<file path="config.mk">
export PLATFORM = sky130hd
export DESIGN_NAME = operand_regfile
export DESIGN_NICKNAME = d
export VERILOG_FILES = /design/src/rtl/operand_regfile.sv
export SDC_FILE = /design/constraint.sdc
export NUM_CORES = 2
export LEC_CHECK = 0
export CORE_MARGIN = 1.5
export CORE_UTILIZATION = 40
export CTS_CLUSTER_SIZE = 40
export DETAILED_ROUTE_END_ITERATION = 7
export PLACE_DENSITY = 0.65
export SLEW_MARGIN = 20
export SYNTH_ARGS = -nofsm -noshare
export SYNTH_HDL_FRONTEND = slang
export SYNTH_SLANG_ARGS = --single-unit
</file>
<file path="constraint.sdc">
create_clock -name clk -period 2.45 [get_ports clk]
set_input_delay 0.245 -clock clk [delete_from_list [all_inputs] [get_ports clk]]
set_output_delay 0.245 -clock clk [all_outputs]
set_load 0.02 [all_outputs]
</file>
<file path="src/rtl/operand_regfile.sv">
// Integer register file with a pending-write scoreboard and registered operand issue to the ALU.
// Optional same-cycle write-back forwarding is enabled by defining OPERAND_REGFILE_BYPASS_EN.
module operand_regfile #(
   parameter int XLEN = 32,
   parameter int NREG = 32,
   parameter int AW   = 5
) (
   input  logic            clk,
   input  logic            rst_n,
   input  logic            iss_valid,
   output logic            iss_ready,
   input  logic [AW-1:0]   rs1_addr,
   input  logic [AW-1:0]   rs2_addr,
   input  logic [AW-1:0]   rd_addr,
   input  logic            rd_en,
   output logic            op_valid,
   output logic [XLEN-1:0] busA,
   output logic [XLEN-1:0] busB,
   input  logic            wr_en,
   input  logic [AW-1:0]   wr_addr,
   input  logic [XLEN-1:0] wr_data,
   output logic [NREG-1:0] pending
);

`ifdef OPERAND_REGFILE_BYPASS_EN
   localparam logic BYPASS = 1'b1;
`else
   localparam logic BYPASS = 1'b0;
`endif

   logic [XLEN-1:0] regs_q [NREG];
   logic [NREG-1:0] pending_q, pending_d;
   logic [XLEN-1:0] busa_q, busa_d;
   logic [XLEN-1:0] busb_q, busb_d;
   logic            op_valid_q, op_valid_d;

   logic            fwd1, fwd2;
   logic            hzd1, hzd2;
   logic            accept;
   logic [XLEN-1:0] opa, opb;

   always_comb begin
      fwd1      = BYPASS && wr_en && (wr_addr == rs1_addr);
      fwd2      = BYPASS && wr_en && (wr_addr == rs2_addr);
      hzd1      = (rs1_addr != '0) && pending_q[rs1_addr] && !fwd1;
      hzd2      = (rs2_addr != '0) && pending_q[rs2_addr] && !fwd2;
      iss_ready = !(hzd1 || hzd2);
      accept    = iss_valid && iss_ready;

      if (rs1_addr == '0)  opa = '0;
      else if (fwd1)       opa = wr_data;
      else                 opa = regs_q[rs1_addr];

      if (rs2_addr == '0)  opb = '0;
      else if (fwd2)       opb = wr_data;
      else                 opb = regs_q[rs2_addr];
   end

   // Write-back clears first so a same-edge reservation of the same register wins.
   always_comb begin
      pending_d  = pending_q;
      busa_d     = busa_q;
      busb_d     = busb_q;
      op_valid_d = 1'b0;
      if (wr_en)
         pending_d[wr_addr] = 1'b0;
      if (accept) begin
         busa_d     = opa;
         busb_d     = opb;
         op_valid_d = 1'b1;
         if (rd_en && (rd_addr != '0))
            pending_d[rd_addr] = 1'b1;
      end
      pending_d[0] = 1'b0;
   end

   always_ff @(posedge clk or negedge rst_n) begin
      if (!rst_n) begin
         for (int i = 0; i < NREG; i++)
            regs_q[i] <= '0;
         pending_q  <= '0;
         busa_q     <= '0;
         busb_q     <= '0;
         op_valid_q <= 1'b0;
      end else begin
         if (wr_en && (wr_addr != '0))
            regs_q[wr_addr] <= wr_data;
         pending_q  <= pending_d;
         busa_q     <= busa_d;
         busb_q     <= busb_d;
         op_valid_q <= op_valid_d;
      end
   end

   assign busA     = busa_q;
   assign busB     = busb_q;
   assign op_valid = op_valid_q;
   assign pending  = pending_q;

endmodule

</file>
# [After elaboration in Yosys (flattened, before gate mapping)]
# Cells that the tools add are included.
[totals] reg_bits=1120 latch_bits=0 mem_bits_rw=0 rom_bits=0 output_inout_bits=98 memories=0
[op_classes] n_addsub=0 multipliers=0 div_mod_pow=0 magnitude_cmp=10 eq_ne=0 shifts=0 muxes=23 n_bitwise=6 reduce_logical=16
[ops] operator="bitwise mux 1024 bit" n=1
[ops] operator="binary-select mux 32 bit (select 5 bit)" n=2
[ops] operator="two-way mux 32 bit" n=10
[ops] operator="demux 32 bit (select 5 bit)" n=1
[ops] operator="bitwise AND 32 bit" n=1
[ops] operator="NOT 32 bit" n=1
[ops] operator="bitwise OR 32 bit" n=1
[ops] operator="less-than comparator 5 x 6 -> 1 bit, second input constant" n=4
[ops] operator="nonzero test 5 bit" n=4
[ops] operator="greater-or-equal comparator 6 bit, second input constant" n=3
[ops] operator="NOT 5 -> 6 bit" n=3
[ops] operator="binary-select mux 1 bit (select 5 bit)" n=2
[ops] operator="demux 1 bit (select 5 bit)" n=2
[ops] operator="greater-or-equal comparator 5 x 1 -> 1 bit, second input constant" n=2
[ops] operator="zero test 5 bit" n=2
[ops] operator="logical AND 1 bit" n=8
[ops] operator="less-than comparator 6 x 1 -> 1 bit, second input constant" n=1
[ops] operator="two-way mux 1 bit" n=5
[ops] operator="zero test 1 bit" n=1
[ops] operator="logical OR 1 bit" n=1

# [Longest topological paths before layout]
[logic_depth] ltp_word=10 ltp_mapped=10 depth_no_buf=6

# [Least setup slack after synthesis]
# OpenSTA, ideal clock, no wires.
[synth_path] path_type="input port to flip-flop" startpoint="in rs1_addr[0]" endpoint="reg busa_q[1] (netlist: busA[1])" setup_time_ns=0.125 arrival_ns=2.473 required_time_ns=2.325 setup_slack_ns=-0.148 stages=9 path_buffers=4 path_cell_list="buf_2 > buf_6 > buf_2 > buf_2 > mux4_2 > mux4_2 > nand2_1 > o21ai_0 > mux2_2"
[synth_between] elab_chain_cells=6 word_cells_on_any_way=13 classes_between="6 x mux; 1 x bitwise; 6 x reduce/logical"
[synth_rtl] item="start, declared" line_no="12" rtl="input logic [AW-1:0] rs1_addr,"
[synth_rtl] item="binary-select mux 1 bit (select 5 bit)" line_no="45" rtl="hzd1 = (rs1_addr != '0) && pending_q[rs1_addr] && !fwd1;"
[synth_rtl] item="two-way mux 1 bit (implied by the code)" line_no="45"
[synth_rtl] item="logical AND 1 bit" line_no="45"
[synth_rtl] item="logical OR 1 bit" line_no="47" rtl="iss_ready = !(hzd1 || hzd2);"
[synth_rtl] item="zero test 1 bit" line_no="47"
[synth_rtl] item="logical AND 1 bit" line_no="48" rtl="accept = iss_valid && iss_ready;"
[synth_rtl] item="end signal, assigned" line_no="89" rtl="busa_q <= busa_d;"
[synth_rtl] item="end, declared" line_no="33" rtl="logic [XLEN-1:0] busa_q, busa_d;"
# Several ways; a longest one is shown, not always the timed one. The select of a mux whose other input is x is not followed.
# A chain may end at the register's enable or synchronous reset.

# [Final worst setup path]
[layout_path] startpoint="reg pending_q[9] (netlist: pending[9])" endpoint="out iss_ready"
[layout_between] elab_chain_cells=5 word_cells_on_any_way=8 classes_between="4 x mux; 4 x reduce/logical"
[layout_rtl] item="start, declared" line_no="32" rtl="logic [NREG-1:0] pending_q, pending_d;"
[layout_rtl] item="start signal, assigned" line_no="88" rtl="pending_q <= pending_d;"
[layout_rtl] item="binary-select mux 1 bit (select 5 bit), on equally long branches" line_no="45, 46"
[layout_rtl] item="two-way mux 1 bit, on equally long branches" line_no="45, 46"
[layout_rtl] item="logical AND 1 bit, on equally long branches" line_no="45, 46"
[layout_rtl] item="logical OR 1 bit *" line_no="47"
[layout_rtl] item="zero test 1 bit *" line_no="47"
[layout_rtl] item="end, declared" line_no="11" rtl="output logic iss_ready,"
# Every way passes the cells marked *; elsewhere a longest branch is shown, timed or not. The select of a mux whose other input is x is not followed.

==> run_results.csv <==
group,metric,value,unit
floorplanning,core,143800,um^2
placed_design,dpl.cell_count,5598,
global_routing,grt_max_degree,89,
synthesis,muxShareOfSynthArea,0.4588,
synthesis,avgSynthCellArea,16.19,um^2
setup_path,r2r_cells,11,
global_routing,track_usage,0.2408,
final_layout,area_growth,20.10,%
clock_tree,cts_buffers,116,
synthesis,async_reset_ff_frac,1.000,
setup_path,critPathMaxStageDelay,0.47,ns
clock_tree,cts_root_buffer,"clkbuf_16",
final_layout,fill_cells,12020,
clock_tree,cts.sinks,1120,
setup_path,critPathMaxFanout,2,
final_layout,instances_no_fill,5826,
synthesis,syn-num-nets,3645,
setup_path,worstPathCellList,"mux4_2, mux2i_2, nor2_1, o31a_1, nor3_2, buf_4",
timing,period_share,1.151,
setup_path,r2r_start,"pending[9]",
global_routing,grt_remaining_overflow,0,
setup_path,start_kind,"flop",
timing,period_needed,2.821,ns
floorplanning,start_util,0.4038,
floorplanning,die_area,147500,um^2
floorplanning,die_width,384.1,um
global_routing,antenna_found_initial,4,
timing,final_max_slew_viol_count,0,
floorplanning,die_h,384.1,um
synthesis,synth.cell_area,58080,um^2
setup_path,crit_type,"flop to output port",
placed_design,dp_hpwl,112200,um
timing,worst_clock_skew,0.02545,ns
timing,slew_headroom,0.2872,
clock_tree,cts_tree,"done",
run_status,status,"finished with violations",
timing,finalHoldViolations,0,
global_routing,grt_pass1_wl,260600,um
run_status,violations,"negative setup slack",
synthesis,synth-seq-cells,1120,
synthesis,synth_edf_count,0,
clock_tree,path_clk_slew,0.06,ns
setup_path,cp-end-kind,"output port",
synthesis,synth-compound-area-share,0.01254,
global_routing,grt_pass1_vias,36890,
floorplanning,io-pin-count,155,
synthesis,synth_xor_area_frac,0,
routing,drt_first_pass_iters,6,
setup_path,startpoint,"pending[9]",
routing,ant_nets,0,
timing,fmax,354.5,MHz
setup_path,slowest_stage,"mux4_2",
floorplanning,core.rowCount,139,
placed_design,io_buffer_count,153,
synthesis,yosys.area_share.simple,0.01310,
hold_path,hold_path_class,"input port to async pin",
setup_path,r2r_end,"busA[3]",
synthesis,synth_cell_type_count,42,
clock_tree,clk_latency,0.75,ns
synthesis,synth_ff_type,"dfrtp_1",
final_layout,layout-drive-gt1-share,0.5934,
setup_path,worstPathRequired,2.20,ns
routing,num_vias,35210,
synthesis,yosys.area_share.adder,0,
timing,worst_pin_slew,1.061,ns
synthesis,synth_top_family_by_area,"multiplexers",
timing,setup_ws,-0.3710,ns
power_and_ir_drop,pwr_density_cell,819.6,nW/um^2
clock_tree,clock_path_buffers,3,
synthesis,postSynthCellCount,3588,
synthesis,seq_area_frac_synth,0.4826,
power_and_ir_drop,ir_worst_vdd,0.6219,mV
final_layout,diodes,0,
final_layout,utilization,0.4850,
timing,setup_viol,76,
routing,wirelength,175000,um
final_layout,nets,3885,
routing,drtIter0Drc,2958,
power_and_ir_drop,p_leak,29.96,nW
setup_path,r2r_slack,-0.35,ns
run,cap_violations,0,
setup_path,crit_end,"iss_ready",
timing,rsz0062_at_grt,"yes",
final_layout,final_cell_mix,"dfrtp_1, mux2_2, mux4_2, buf_4, buf_12",
clock_tree,h-tree-depth,3,
routing,via_per_inst,6.043,
routing,wire_per_inst,30.03,um
setup_path,crit_arrival,2.58,ns
routing,post-route-drc-count,0,
placed_design,gp_congestion,0.8408,
synthesis,ys_warn_count,0,
final_layout,layout_commonest_cell,"dfrtp_1",
-- metal layers --
layer / track usage / vias up / routed length (um)
li1: - / 14380 / -
met4: 0.07942 / 4 / 5440
met2: 0.3929 / 1082 / 85750
met3: 0.03818 / 275 / 10000
met1: 0.3294 / 19470 / 73740
met5: 0 / - / 22
-- metrics by stage --
| step | power [mW] | TNS (ns) | setup slack, ns | hold WS [ns] | instance area (um^2) |
|---|---|---|---|---|---|
| floorplan | 33.14 | -0.4795 | -0.02045 | -0.05059 | 58230 |
| global placement | 37.63 | -49.17 | -0.3919 | 0.2269 | 65160 |
| detailed placement | 38.07 | -42.86 | -0.3794 | 0.2340 | 65160 |
| CTS | 57.54 | -20.45 | -0.4156 | 0.02967 | 69790 |
| global route | 59.53 | -27.81 | -0.4477 | 0.06121 | 69750 |
| finish | 57.17 | -20.75 | -0.3710 | 0.05244 | 69750 |
-- cell usage after synthesis, types with 5 or more instances --
cell	n	area share
and3_1	7	0.00075
buf_1	54	0.0035
clkbuf_1	274	0.018
buf_2	60	0.0052
o21ai_0	65	0.0056
dfrtp_1	1120	0.48
mux2_1	6	0.0012
mux4_2	647	0.25
inv_1	80	0.0052
mux2_2	1053	0.20
nand2_1	86	0.0056
buf_4	5	0.00065
nor2_1	25	0.0016
nand3b_1	5	0.00065
mux2i_1	15	0.0026
nor3_1	5	0.00043
nor3b_1	7	0.00090
a32o_1	23	0.0040
nor2b_1	8	0.00086
-- where the power goes --
group	internal, mW	switching (mW)
registers	22.2	2.77
clock network	11.2	7.75
logic	8.28	4.98
total	41.7	15.5
-- area by class of cell --
cell class	instances	area, um^2	share of cell area
clock inverter	52	710.7	0.01019
sequential	1120	28040	0.4019
tap	1903	2381	0.03414
clock buffer	161	3354	0.04809
inverter	80	305.3	0.004377
multi-input combinational	1991	28650	0.4108
timing repair buffer	519	6315	0.09053
-- critical path: cells and delay by family (launching register included) --
| kind | cells | cell delay, ns |
|---|---|---|
| and+or+nand+nor | 2 | 0.31 |
| muxes | 2 | 0.67 |
| buffers and inverters | 1 | 0.19 |
| DFF | 1 | 0.41 |
| AOI/OAI and AO/OA | 1 | 0.27 |
-- kinds of logic after synthesis --
group / after synthesis
AOI/OAI and AO/OA: 109
other: 1
buffers and inverters: 477
muxes: 1721
DFF: 1120
and+or+nand+nor: 160
-- timing repair --
| action | CTS | global route |
|---|---|---|
| gates cloned | 3 | 0 |
| endpoints found under the setup margin | 76 | 77 |
| pin swaps | 5 | 2 |
| hold buffers | 1 | 0 |
| endpoints found under the hold margin | 573 | 0 |
| gates resized for setup | 93 | 9 |
| setup buffers | 11 | 6 |
-- worst min-delay path by stage --
stage,to,slack [ns],depth (start not counted)
after detailed placement,regs_q[408],0.23,1
final,regs_q[792],0.05,2
after global routing,regs_q[824],0.06,2
after CTS,regs_q[824],0.03,2
after floorplan,busA[0],-0.05,0
after global placement,regs_q[408],0.23,1
-- flip-flops by register name (all words and copies together), names as in the netlist --
signal,cells
regs_q,1024
busA,32
busB,32
op_valid,1
pending,31
(Power assumes the default switching activity.)
